==> src/rtl/fetch_pkg.sv <==
// Shared types and constants for the instruction fetch unit and its IF/ID register.
package fetch_pkg;

    // Canonical RISC-V NOP (addi x0, x0, 0) placed in IF/ID whenever it holds a bubble.
    localparam logic [31:0] NOP_INSTR = 32'h0000_0013;

    typedef enum logic {
        RUN  = 1'b0,
        HALT = 1'b1
    } fetch_state_t;

    typedef enum logic [1:0] {
        FLT_NONE     = 2'b00,
        FLT_MISALIGN = 2'b01,
        FLT_RANGE    = 2'b10
    } fault_code_t;

    typedef struct packed {
        logic        valid;
        logic [31:0] pc;
        logic [31:0] pc_plus4;
        logic [31:0] instr;
    } if_id_t;

    // Empty pipeline slot: nothing valid, PC fields cleared, decodes as a NOP.
    localparam if_id_t IF_ID_BUBBLE = '{
        valid:    1'b0,
        pc:       32'h0000_0000,
        pc_plus4: 32'h0000_0000,
        instr:    NOP_INSTR
    };

    // A byte address is a legal instruction address only on a word boundary.
    function automatic logic is_word_aligned(input logic [31:0] addr);
        return (addr[1:0] == 2'b00);
    endfunction

endpackage

==> src/rtl/instruction_fetch_unit_if.sv <==
// Instruction-memory bus: the fetch unit presents a byte address and the
// memory returns the addressed word in the same cycle.
interface instruction_fetch_unit_if;
    logic [31:0] imem_addr;
    logic [31:0] imem_data;

    modport master (
        output imem_addr,
        input  imem_data
    );

    modport slave (
        input  imem_addr,
        output imem_data
    );
endinterface

==> src/rtl/if_id_register.sv <==
// IF/ID pipeline register. Bubble has priority over load; with neither
// asserted the held instruction is kept (stall). Resets to a bubble.
module if_id_register
    import fetch_pkg::*;
(
    input  logic   i_clk,
    input  logic   i_rst,
    input  logic   i_load,
    input  logic   i_bubble,
    input  if_id_t i_data,
    output if_id_t o_data
);

    if_id_t r_data;

    // Capture a fetched word, insert a bubble, or hold the current slot.
    always_ff @(posedge i_clk) begin
        if (i_rst) begin
            r_data <= IF_ID_BUBBLE;
        end else if (i_bubble) begin
            r_data <= IF_ID_BUBBLE;
        end else if (i_load) begin
            r_data <= i_data;
        end else begin
            r_data <= r_data;
        end
    end

    assign o_data = r_data;

endmodule

==> src/rtl/instruction_fetch_unit.sv <==
// Instruction fetch unit: owns the PC, drives the instruction-memory address,
// captures returned words into IF/ID, and handles stalls, EX redirects and
// fetch faults. A fault (misaligned redirect or fetch past the end of memory)
// parks the unit in HALT until reset.
module instruction_fetch_unit
    import fetch_pkg::*;
#(
    parameter logic [31:0] RESET_PC  = 32'h0000_0000,
    parameter int          MEM_WORDS = 64,
    parameter int          COUNT_W   = 16
) (
    input  logic                     i_clk,
    input  logic                     i_rst,
    instruction_fetch_unit_if.master imem,
    input  logic                     i_stall,
    input  logic                     i_redirect_valid,
    input  logic [31:0]              i_redirect_target,
    output logic                     o_if_id_valid,
    output logic [31:0]              o_if_id_pc,
    output logic [31:0]              o_if_id_pc_plus4,
    output logic [31:0]              o_if_id_instr,
    output logic                     o_fault,
    output logic [1:0]               o_fault_code,
    output logic [COUNT_W-1:0]       o_fetch_count
);

    // One past the last legal byte address; 33 bits so large depths cannot overflow.
    localparam logic [32:0] PC_LIMIT = 33'(MEM_WORDS) << 2;
    localparam logic [COUNT_W-1:0] COUNT_ONE = {{(COUNT_W-1){1'b0}}, 1'b1};

    fetch_state_t       r_state;
    logic [31:0]        r_pc;
    logic               r_fault;
    fault_code_t        r_fault_code;
    logic [COUNT_W-1:0] r_fetch_count;

    logic        w_pc_in_range;
    logic        w_target_aligned;
    logic [31:0] w_pc_plus4;
    logic        w_if_id_load;
    logic        w_if_id_bubble;
    if_id_t      w_fetch_word;
    if_id_t      w_if_id;

    assign w_pc_plus4       = r_pc + 32'd4;
    assign w_pc_in_range    = ({1'b0, r_pc} < PC_LIMIT);
    assign w_target_aligned = is_word_aligned(i_redirect_target);
    assign w_fetch_word     = '{
        valid:    1'b1,
        pc:       r_pc,
        pc_plus4: w_pc_plus4,
        instr:    imem.imem_data
    };

    // IF/ID control: redirect > stall > fetch in RUN; HALT keeps a bubble.
    always_comb begin
        w_if_id_load   = 1'b0;
        w_if_id_bubble = 1'b0;
        if (r_state == RUN) begin
            if (i_redirect_valid) begin
                w_if_id_bubble = 1'b1;
            end else if (i_stall) begin
                w_if_id_load   = 1'b0;
            end else if (w_pc_in_range) begin
                w_if_id_load   = 1'b1;
            end else begin
                w_if_id_bubble = 1'b1;
            end
        end else begin
            w_if_id_bubble = 1'b1;
        end
    end

    // Fetch FSM: PC sequencing, fault capture and the retired-fetch counter.
    always_ff @(posedge i_clk) begin
        if (i_rst) begin
            r_state       <= RUN;
            r_pc          <= RESET_PC;
            r_fault       <= 1'b0;
            r_fault_code  <= FLT_NONE;
            r_fetch_count <= {COUNT_W{1'b0}};
        end else begin
            case (r_state)
                RUN: begin
                    if (i_redirect_valid) begin
                        if (w_target_aligned) begin
                            r_pc <= i_redirect_target;
                        end else begin
                            r_state      <= HALT;
                            r_fault      <= 1'b1;
                            r_fault_code <= FLT_MISALIGN;
                        end
                    end else if (i_stall) begin
                        r_pc <= r_pc;
                    end else if (w_pc_in_range) begin
                        r_pc          <= w_pc_plus4;
                        r_fetch_count <= r_fetch_count + COUNT_ONE;
                    end else begin
                        r_state      <= HALT;
                        r_fault      <= 1'b1;
                        r_fault_code <= FLT_RANGE;
                    end
                end
                HALT: begin
                    r_state <= HALT;
                end
                default: begin
                    // Unreachable encoding: treat as a fault and stop fetching.
                    r_state <= HALT;
                    r_fault <= 1'b1;
                end
            endcase
        end
    end

    if_id_register u_if_id (
        .i_clk    (i_clk),
        .i_rst    (i_rst),
        .i_load   (w_if_id_load),
        .i_bubble (w_if_id_bubble),
        .i_data   (w_fetch_word),
        .o_data   (w_if_id)
    );

    assign imem.imem_addr   = r_pc;
    assign o_if_id_valid    = w_if_id.valid;
    assign o_if_id_pc       = w_if_id.pc;
    assign o_if_id_pc_plus4 = w_if_id.pc_plus4;
    assign o_if_id_instr    = w_if_id.instr;
    assign o_fault          = r_fault;
    assign o_fault_code     = r_fault_code;
    assign o_fetch_count    = r_fetch_count;

endmodule

==> src/flat_wrapper.sv <==
// flat-port wrapper written by rule: the top's interface ports become plain ports
module instruction_fetch_unit_flat import fetch_pkg::*;
#(
    parameter logic [31:0] RESET_PC  = 32'h0000_0000,
    parameter int          MEM_WORDS = 64,
    parameter int          COUNT_W   = 16
)
  (i_clk, i_rst, i_stall, i_redirect_valid, i_redirect_target, o_if_id_valid, o_if_id_pc, o_if_id_pc_plus4, o_if_id_instr, o_fault, o_fault_code, o_fetch_count, imem_imem_addr, imem_imem_data);
  instruction_fetch_unit_if imem_i ();
  input  logic i_clk;
  input  logic i_rst;
  input  logic i_stall;
  input  logic i_redirect_valid;
  input  logic [31:0] i_redirect_target;
  output logic o_if_id_valid;
  output logic [31:0] o_if_id_pc;
  output logic [31:0] o_if_id_pc_plus4;
  output logic [31:0] o_if_id_instr;
  output logic o_fault;
  output logic [1:0] o_fault_code;
  output logic [COUNT_W-1:0] o_fetch_count;
  output wire logic [$bits(imem_i.imem_addr)-1:0] imem_imem_addr;
  input wire logic [$bits(imem_i.imem_data)-1:0] imem_imem_data;
  assign imem_imem_addr = imem_i.imem_addr;
  assign imem_i.imem_data = imem_imem_data;
  instruction_fetch_unit #(.RESET_PC(RESET_PC), .MEM_WORDS(MEM_WORDS), .COUNT_W(COUNT_W)) u_core (.i_clk(i_clk), .i_rst(i_rst), .imem(imem_i), .i_stall(i_stall), .i_redirect_valid(i_redirect_valid), .i_redirect_target(i_redirect_target), .o_if_id_valid(o_if_id_valid), .o_if_id_pc(o_if_id_pc), .o_if_id_pc_plus4(o_if_id_pc_plus4), .o_if_id_instr(o_if_id_instr), .o_fault(o_fault), .o_fault_code(o_fault_code), .o_fetch_count(o_fetch_count));
endmodule
==> config.mk <==
export PLATFORM = sky130hd
export DESIGN_NAME = instruction_fetch_unit_flat
export DESIGN_NICKNAME = d
export VERILOG_FILES = /design/src/rtl/fetch_pkg.sv /design/src/rtl/instruction_fetch_unit_if.sv /design/src/rtl/if_id_register.sv /design/src/rtl/instruction_fetch_unit.sv /design/src/flat_wrapper.sv
export SDC_FILE = /design/constraint.sdc
export NUM_CORES = 1
export LEC_CHECK = 0
export CORE_MARGIN = 5
export CORE_UTILIZATION = 48
export DETAILED_ROUTE_END_ITERATION = 6
export PLACE_DENSITY = 0.86
export SLEW_MARGIN = 20
export SYNTH_ARGS = -nofsm -noshare
export SYNTH_HDL_FRONTEND = slang
export SYNTH_SLANG_ARGS = --single-unit
==> constraint.sdc <==
create_clock -name i_clk -period 5.6 [get_ports i_clk]
set_input_delay 0.56 -clock i_clk [delete_from_list [all_inputs] [get_ports i_clk]]
set_output_delay 0.56 -clock i_clk [all_outputs]
set_load 0.01 [all_outputs]
==> metrics.cfg, run 1 <==
[finish]
layout_commonest_cell=clkdlybuf4s50_1
fillerInstances=910
multi_input_area_um2=2370
layout_common_cells=clkdlybuf4s50_1, dfxtp_1, nand2_1, a21oi_1, nor2_1
num_antenna_cells=0
seq_area_um2=2940
layout-drive-gt1-share_pct=5.27
syn_to_final_growth_pct=44.3
final_net_count=893
fin_cells=982

[route]
drtAntennaViolNets=0
dr.pass1.iters=5
drc=0
viasPerCell=5.38
drtIter0Drc=392
avgRoutedWirePerCell_um=17.2
routed_wl_um=16900
vias=5285

[global_route]
antenna_found_initial=0
globalRouteMet3Util_pct=9.19
grt-busiest-layer=met2
gr-total-overflow=0
grt_pass1_vias=5286
grt_util_met1_pct=27.3
grt_use_met2_pct=38.8
grt_max_degree=75
grt_usage_pct=23.4
grt_pass1_wl_um=27000

[setup_path]
r2r_slack_ps=2040
timing.rr.start=u_core.imem.imem_addr[31]
timing.rr.end=u_core.u_if_id.o_data[30]
critPathMaxStageDelay_ps=830
crit_fanout=48
crit_chain=nor4_1 > nand4_1 > o21bai_1 > nand3_2 > a21oi_1
worstSetupPathType=flip-flop to flip-flop
critPathLaunchType=flip-flop
crit_required_ps=5900
cpMaxStageDelayCell=nand4_1
end_kind=flip-flop
arrival_ps=3860
reg2reg_depth=5
crit_start=u_core.imem.imem_addr[31]

[floorplan]
io_pins=216
die_h_um=120
start_util_pct=48.4
rows=40
fp.dieW_um=120
coreArea_um2=11900
die_area_um2=14300

[clock_tree]
cts_buffers=17
h-tree-depth=4
cts_tree=done
clock_path_buffers=2
hold_buffers=0
cts.sink_count=147
cts_setup_buffers=0
root_buffer=clkbuf_16
clkSlewWorstSetupHoldPaths_ps=60
clk-insertion-delay-late_ps=420
ctsResizeCount=0

[power_and_ir_drop]
power_density_nw_per_um2=301
clkPwrFrac_pct=47.1
p_leak_nw=2.87
p_seq_share_pct=43.5
switching_share_pct=23.8
total_power_mw=2.50
power.switching_mw=0.595
p_comb_share_pct=9.4
vdd_ir_drop_max_uv=191
internal_power_mw=1.91

[run]
drv_cap=0

[worst_hold_path]
hold_start=u_core.u_if_id.o_data[25]
whs_endpoint=u_core.u_if_id.o_data[25]
holdCritPathClass=flip-flop to flip-flop
min_path_cells=2

[timing]
slew_headroom_pct=35.0
finalHoldViolations=0
fin_crit_ps=3560
holdWs_ps=457
period_share_pct=63.6
setup_tns_ps=0
fmax_mhz=281
setup_viol=0
setup_ws_ps=2040
slew_viol_final=0
rsz0062_at_grt=no
tightest_slew_ps=973
fin_skew_ps=4.84

[yosys]
synth_xor_area_share_pct=3.04
synth_top_flop_cell=dfxtp_1
async_reset_ff_share_pct=0
synth_compound_area_share_pct=13.7
synth-seq-area-share_pct=51.1
synth-seq-cells=147
synth_warnings=0
synthSimpleGateAreaFrac_pct=23.4
synth_top_family_by_area=simple AND/OR/NAND/NOR gates
synthMuxAreaShare_pct=0.174
synth_edf_count=0
netlist_instances=663
syn_area_um2=5760
synthesis.nets=733
avgSynthCellArea_um2=8.69
synth_adder_area_share_pct=0.434
synth_cell_types=45

[placed_design]
place.gp.congestion=0.879
dpl.cell_count=951
place_ws_ps=2250
io_buffers=215
place_hpwl_um=11600

[status]
outcome=finished, final reports clean

## flip-flops by register name (all words and copies together) (netlist names)
| signal | count |
|---|---|
| u_core.r_state | 1 |
| u_core.o_fault | 1 |
| u_core.o_fetch_count | 16 |
| u_core.u_if_id.o_data | 95 |
| u_core.o_fault_code | 2 |
| u_core.imem.imem_addr | 32 |
## per-layer routing
metal / vias up / wire [µm]
met1: 2485 / 6710
met3: 40 / 1630
met4: 0 / 499
li1: 2535 / -
met5: - / 0
met2: 225 / 8060
## layout make-up
type	instances	share of cell area [%]
clock buffer	20	5.61
clock inverter	11	1.84
inverter	9	0.406
multi-input combinational	430	28.5
sequential	147	35.4
tap	147	2.21
timing repair buffer	218	26.1
## cells by family (layout without fill, tap and decap cells)
family,count (synthesis),after routing
muxes,1,1
AOI/OAI and AO/OA,126,126
and+or+nand+nor,281,281
DFF,147,147
adders and majority gates,2,2
buffers and inverters,86,258
xor gates and xnor gates,20,20
## worst max-delay path, delay by kind of cell (launching register included)
family,cells,cell delay (ps)
AO/OA/AOI/OAI,2,1080
flip-flops,1,330
AND/OR/NAND/NOR,3,2000
## cells in the mapped netlist, drive strengths merged (8+ instances only)
cell | count | area, µm²
clkbuf | 27 | 101
nor2 | 40 | 150
and2 | 29 | 181
o21a | 22 | 165
nor3 | 9 | 45.0
o21ai | 8 | 40.0
nand3 | 27 | 135
buf | 50 | 334
xnor2 | 18 | 158
dfxtp | 147 | 2940
nand4 | 9 | 62.6
inv | 9 | 33.8
nand2 | 129 | 484
a21oi | 60 | 300
a22o | 9 | 78.8
nor4 | 17 | 136
## metrics by stage
step           utilization, %  instance area (µm²)
2_1_floorplan               -                 5760
3_3_place_gp             64.6                 7700
3_5_place_dp             64.6                 7700
4_1_cts                  69.8                 8320
5_1_grt                  69.8                 8320
6_report                 69.8                 8320
## worst max path at each step
stage                                end  slack (ps)  depth (start not counted)
6_report       u_core.u_if_id.o_data[30]        2040                          5
3_5_place_dp    u_core.u_if_id.o_data[1]        2250                          5
4_1_cts        u_core.u_if_id.o_data[30]        2070                          5
3_3_place_gp    u_core.u_if_id.o_data[0]        2410                          5
5_1_grt        u_core.u_if_id.o_data[30]        1790                          5
2_1_floorplan  u_core.imem.imem_addr[11]        3660                          7
## power by group through the flow
stage	clock, mW	sequential, mW	combinational [mW]
floorplan	0	1.11	0.135
global placement	0	1.11	0.228
detailed placement	0	1.11	0.234
CTS	1.19	1.09	0.236
global route	1.24	1.09	0.256
finish	1.18	1.09	0.236
Power figures use the tool's default switching activity.
==> run 2, diff against run 1 <==
--- a/config.mk
+++ b/config.mk
@@ -6,9 +6,9 @@
 export NUM_CORES = 1
 export LEC_CHECK = 0
 export CORE_MARGIN = 5
-export CORE_UTILIZATION = 48
+export CORE_UTILIZATION = 44
 export DETAILED_ROUTE_END_ITERATION = 6
-export PLACE_DENSITY = 0.86
+export PLACE_DENSITY = 0.8
 export SLEW_MARGIN = 20
 export SYNTH_ARGS = -nofsm -noshare
 export SYNTH_HDL_FRONTEND = slang
==> constraint.sdc (replaced) <==
create_clock -name i_clk -period 3.6 [get_ports i_clk]
set_input_delay 0.36 -clock i_clk [delete_from_list [all_inputs] [get_ports i_clk]]
set_output_delay 0.36 -clock i_clk [all_outputs]
set_load 0.01 [all_outputs]
==> metrics.cfg, run 2 (synthesized netlist as in run 1, its figures left out) <==
[status]
outcome=finished, final reports clean  ; unchanged

[global_route]
antenna_found_initial=0  ; unchanged
grt_pass1_vias=5320  ; was 5286
grt_pass1_wl_um=27300  ; was 27000 µm
grt_use_met2_pct=35.0  ; was 38.8%
gr-total-overflow=0  ; unchanged
globalRouteMet3Util_pct=8.10  ; was 9.19%
grt_max_degree=48  ; was 75
grt_util_met1_pct=24.9  ; was 27.3%
grt-busiest-layer=met2  ; unchanged
grt_usage_pct=21.3  ; was 23.4%

[route]
avgRoutedWirePerCell_um=16.2  ; was 17.2 µm
dr.pass1.iters=5  ; unchanged
drtIter0Drc=296  ; was 392
vias=5170  ; was 5285
drc=0  ; unchanged
viasPerCell=5.10  ; was 5.38
routed_wl_um=16500  ; was 16900 µm
drtAntennaViolNets=0  ; unchanged

[setup_path]
reg2reg_depth=7  ; was 5
crit_chain=nor4_1 > nand4_1 > buf_4 > o21bai_1 > nand3_2 > buf_4 > a21oi_1  ; was nor4_1 > nand4_1 > o21bai_1 > nand3_2 > a21oi_1
cpMostUsedCell=buf_4
end_kind=flip-flop  ; unchanged
critPathMaxStageDelay_ps=580  ; was 830 ps
worst-path-buf-inv=2  ; was 0
crit_fanout=34  ; was 48
crit_cells=7  ; was 5
critPathLaunchType=flip-flop  ; unchanged
worstSetupPathType=flip-flop to flip-flop  ; unchanged
crit_required_ps=3950  ; was 5900 ps
cp_top_family=simple AND/OR/NAND/NOR gates  ; unchanged
cpMaxStageDelayCell=nand3_2  ; was nand4_1
arrival_ps=2920  ; was 3860 ps

[worst_hold_path]
min_path_cells=2  ; unchanged
holdCritPathClass=flip-flop to flip-flop  ; unchanged

[floorplan]
io_pins=216  ; unchanged
start_util_pct=45.3  ; was 48.4%
die_area_um2=15500  ; was 14300 µm²
die_h_um=124  ; was 120 µm
coreArea_um2=12700  ; was 11900 µm²
fp.dieW_um=124  ; was 120 µm
rows=41  ; was 40

[finish]
layout_common_cells=clkdlybuf4s50_1, dfxtp_1, nand2_1, a21oi_1, nor2_1  ; unchanged
largest_register_ffs=95  ; unchanged
syn_to_final_growth_pct=44.8  ; was 44.3%
stdcell_area_um2=8340  ; was 8320 µm²
final_net_count=899  ; was 893
fillerInstances=1048  ; was 910
layout-drive-gt1-share_pct=5.82  ; was 5.27%
fin_cells=1014  ; was 982
layout_commonest_cell=clkdlybuf4s50_1  ; unchanged
num_antenna_cells=0  ; unchanged
final_util_pct=65.6  ; was 69.8%

[power_and_ir_drop]
p_leak_nw=2.87  ; about the same
power_density_nw_per_um2=447  ; was 301 nW/µm²
vdd_ir_drop_max_uv=309  ; was 191 µV

[timing]
finalHoldViolations=0  ; unchanged
setup_viol=0  ; unchanged
rsz0062_at_grt=no  ; unchanged
fin_crit_ps=2570  ; was 3560 ps
period_share_pct=71.4  ; was 63.6%
setup_ws_ps=1030  ; was 2040 ps
slew_headroom_pct=40.3  ; was 35.0%
fin_skew_ps=8.69  ; was 4.84 ps
slew_viol_final=0  ; unchanged
fmax_mhz=389  ; was 281 MHz
tightest_slew_ps=896  ; was 973 ps
setup_tns_ps=0  ; unchanged

[clock_tree]
h-tree-depth=4  ; unchanged
cts_setup_buffers=0  ; unchanged
cts_tree=done  ; unchanged
ctsResizeCount=0  ; unchanged
root_buffer=clkbuf_16  ; unchanged
hold_buffers=0  ; unchanged
cts.sink_count=147  ; unchanged
clk-insertion-delay-late_ps=420  ; about the same
clock_path_buffers=2  ; unchanged
clkSlewWorstSetupHoldPaths_ps=60  ; about the same
cts_buffers=17  ; unchanged

[placed_design]
place_hpwl_um=11800  ; was 11600 µm
place_ws_ps=839  ; was 2250 ps
io_buffers=215  ; unchanged
dpl.cell_count=982  ; was 951
dpl_cell_area_um2=7780  ; was 7700 µm²
place.gp.congestion=0.856  ; was 0.879

[run]
drv_cap=0  ; unchanged

run 2: area by class of cell:
| cell class | count | area, µm² | area share (%) |
|---|---|---|---|
| inverter | 9 | 33.8 | 0.405 |
| timing repair buffer | 224 | 2220 | 26.6 |
| clock buffer | 18 | 429 | 5.15 |
| clock inverter | 14 | 133 | 1.59 |
| tap | 172 | 215 | 2.58 |
| sequential | 147 | 2940 | 35.3 |
| multi-input combinational | 430 | 2370 | 28.4 |
run 2: metal layers:
layer  vias to the layer above  wire, µm
li1                       2550         -
met2                       180      7900
met4                         0       397
met5                         -         0
met3                        31      1270
met1                      2409      6910
run 2: worst reg2reg max path: cells and delay by family, from the launching register on:
| family | cells | cell delay (ps) |
|---|---|---|
| compound gates | 2 | 390 |
| buf+inv | 2 | 710 |
| flops | 1 | 360 |
| simple gates | 3 | 1060 |
run 2: report_power, final:
| part | internal (mW) | total, mW | leakage (nW) | switching, mW |
|---|---|---|---|---|
| Combinational | 0.173 | 0.375 | 1.41 | 0.202 |
| Sequential | 1.66 | 1.69 | 1.19 | 0.0368 |
| Clock | 0.959 | 1.66 | 0.273 | 0.704 |
run 2: final timing paths:
check             slack [ps]                 startpoint                   endpoint
setup reg to reg        1030  u_core.imem.imem_addr[17]  u_core.u_if_id.o_data[16]
hold reg to reg          450   u_core.u_if_id.o_data[2]   u_core.u_if_id.o_data[2]
hold / removal           450   u_core.u_if_id.o_data[2]   u_core.u_if_id.o_data[2]
setup / recovery        1030  u_core.imem.imem_addr[17]  u_core.u_if_id.o_data[16]
run 2: through the flow:
step	hold WS (ps)	total power [mW]
4_1_cts	454	3.76
5_1_grt	476	3.87
6_report	454	3.73
3_5_place_dp	443	2.10
3_3_place_gp	441	2.09
2_1_floorplan	441	1.93
==> run 3, diff against run 2 <==
==> constraint.sdc (replaced) <==
create_clock -name i_clk -period 2.4 [get_ports i_clk]
set_input_delay 0.24 -clock i_clk [delete_from_list [all_inputs] [get_ports i_clk]]
set_output_delay 0.24 -clock i_clk [all_outputs]
set_load 0.01 [all_outputs]
==> metrics.cfg, run 3 (synthesized netlist as in run 1, its figures left out) <==
[setup_path]
worst-path-buf-inv=2  ; unchanged
reg2reg_depth=7  ; unchanged
critPathLaunchType=flip-flop  ; unchanged
worstSetupPathType=flip-flop to flip-flop  ; unchanged
crit_fanout=43  ; was 34
r2r_slack_ps=280  ; was 1030 ps
crit_cells=7  ; unchanged
crit_required_ps=2680  ; was 3950 ps
cpMostUsedCell=buf_4  ; unchanged
end_kind=flip-flop  ; unchanged
critPathMaxStageDelay_ps=390  ; was 580 ps
timing.rr.end=u_core.u_if_id.o_data[66]  ; was u_core.u_if_id.o_data[16]
arrival_ps=2400  ; was 2920 ps
cpMaxStageDelayCell=nor4_1  ; was nand3_2
cp_top_family=simple AND/OR/NAND/NOR gates  ; unchanged
crit_chain=nor4_1 > nand4_1 > buf_4 > or2_2 > buf_4 > nand2_1 > a21oi_1  ; was nor4_1 > nand4_1 > buf_4 > o21bai_1 > nand3_2 > buf_4 > a21oi_1
timing.rr.start=u_core.imem.imem_addr[31]  ; was u_core.imem.imem_addr[17]

[global_route]
grt_usage_pct=21.2  ; was 21.3%
grt_pass1_vias=5348  ; was 5320
gr-total-overflow=0  ; unchanged
grt_max_degree=75  ; was 48
grt_pass1_wl_um=27100  ; was 27300 µm
antenna_found_initial=0  ; unchanged

[clock_tree]
hold_buffers=0  ; unchanged
cts.sink_count=147  ; unchanged
clock_path_buffers=2  ; unchanged
cts_buffers=17  ; unchanged
clk-insertion-delay-late_ps=420  ; about the same
h-tree-depth=4  ; unchanged
clkSlewWorstSetupHoldPaths_ps=60  ; about the same
root_buffer=clkbuf_16  ; unchanged
cts_setup_buffers=0  ; unchanged
cts_tree=done  ; unchanged
ctsResizeCount=0  ; unchanged

[worst_hold_path]
min_path_cells=3  ; was 2
whs_endpoint=u_core.u_if_id.o_data[29]  ; was u_core.u_if_id.o_data[2]
hold_start=imem_imem_data[29]  ; was u_core.u_if_id.o_data[2]
holdCritPathClass=input port to flip-flop  ; was flip-flop to flip-flop

[route]
routed_wl_um=16800  ; was 16500 µm
drc=0  ; unchanged
drtAntennaViolNets=0  ; unchanged
dr.pass1.iters=7  ; was 5
drtIter0Drc=231  ; was 296
vias=5248  ; was 5170
avgRoutedWirePerCell_um=16.3  ; was 16.2 µm
viasPerCell=5.10  ; about the same

[timing]
finalHoldViolations=0  ; unchanged
fmax_mhz=472  ; was 389 MHz
slew_viol_final=0  ; unchanged
tightest_slew_ps=590  ; was 896 ps
fin_skew_ps=9.39  ; was 8.69 ps
rsz0062_at_grt=no  ; unchanged
fin_crit_ps=2120  ; was 2570 ps
setup_viol=0  ; unchanged
period_share_pct=88.3  ; was 71.4%
slew_headroom_pct=60.5  ; was 40.3%
setup_tns_ps=0  ; unchanged

[floorplan]
io_pins=216  ; unchanged
die_area_um2=15500  ; unchanged
die_h_um=124  ; unchanged
fp.dieW_um=124  ; unchanged
rows=41  ; unchanged
coreArea_um2=12700  ; unchanged
start_util_pct=45.3  ; unchanged

[placed_design]
io_buffers=215  ; unchanged
place_hpwl_um=12200  ; was 11800 µm
place.gp.congestion=0.875  ; was 0.856

[status]
outcome=finished, final reports clean  ; unchanged

[power_and_ir_drop]
total_power_mw=5.85  ; was 3.73 mW
vdd_ir_drop_max_uv=541  ; was 309 µV
power_density_nw_per_um2=686  ; was 447 nW/µm²
p_leak_nw=2.97  ; was 2.87 nW

[finish]
num_antenna_cells=0  ; unchanged
final_net_count=914  ; was 899
layout-drive-gt1-share_pct=7.58  ; was 5.82%
layout_commonest_cell=clkdlybuf4s50_1  ; unchanged
layout_common_cells=clkdlybuf4s50_1, dfxtp_1, nand2_1, a21oi_1, nor2_1  ; unchanged
multi_input_area_um2=2370  ; unchanged
fillerInstances=1059  ; was 1048
syn_to_final_growth_pct=47.9  ; was 44.8%
largest_register_ffs=95  ; unchanged
seq_area_um2=2940  ; unchanged

[run]
drv_cap=0  ; unchanged

[run 3: layout make-up]
class | count | area share (%)
timing repair buffer | 239 | 27.5
clock buffer | 18 | 5.15
sequential | 147 | 34.5
clock inverter | 14 | 2.09
tap | 172 | 2.53
inverter | 9 | 0.396
multi-input combinational | 430 | 27.8
[run 3: layer usage]
| metal | part of all wire (%) | GRT usage (%) | vias to the layer above |
|---|---|---|---|
| met1 | 41 | 24.4 | 2450 |
| li1 | - | - | 2582 |
| met4 | 2.5 | 9.16 | 0 |
| met3 | 8.0 | 7.89 | 26 |
| met5 | 0 | 0 | - |
| met2 | 48 | 35.2 | 190 |
[run 3: worst max path at each step]
stage,end,start
6_report,u_core.u_if_id.o_data[66],u_core.imem.imem_addr[31]
5_1_grt,u_core.u_if_id.o_data[36],u_core.imem.imem_addr[31]
4_1_cts,u_core.u_if_id.o_data[66],u_core.imem.imem_addr[31]
3_5_place_dp,u_core.o_fetch_count[10],i_redirect_valid
3_3_place_gp,u_core.imem.imem_addr[22],i_redirect_valid
2_1_floorplan,u_core.imem.imem_addr[14],u_core.imem.imem_addr[2]
[run 3: power by group]
part           internal, mW  switching (mW)  leakage (nW)  total [mW]
registers              2.48          0.0483          1.19        2.53
logic                 0.283           0.317          1.49       0.600
clock network          1.68            1.04         0.295        2.72
total                  4.44            1.41          2.97        5.85
[run 3: worst register-to-register path, delay by kind of cell (launching register included)]
| kind | cells | cell delay (ps) |
|---|---|---|
| AO/OA/AOI/OAI | 1 | 80 |
| buffers and inverters | 2 | 520 |
| flip-flops | 1 | 330 |
| AND/OR/NAND/NOR | 4 | 1060 |
[run 3: stage by stage]
stage | instances | setup slack (ps) | cell area, µm² | util [%] | hold WS, ps
3_5_place_dp | 997 | 284 | 7900 | 62.1 | 444
5_1_grt | 1029 | 195 | 8520 | 67.0 | 360
4_1_cts | 1029 | 282 | 8520 | 67.0 | 352
6_report | 1029 | 281 | 8520 | 67.0 | 368
2_1_floorplan | 663 | 585 | 5760 | - | 364
3_3_place_gp | 997 | 373 | 7900 | 62.1 | 441
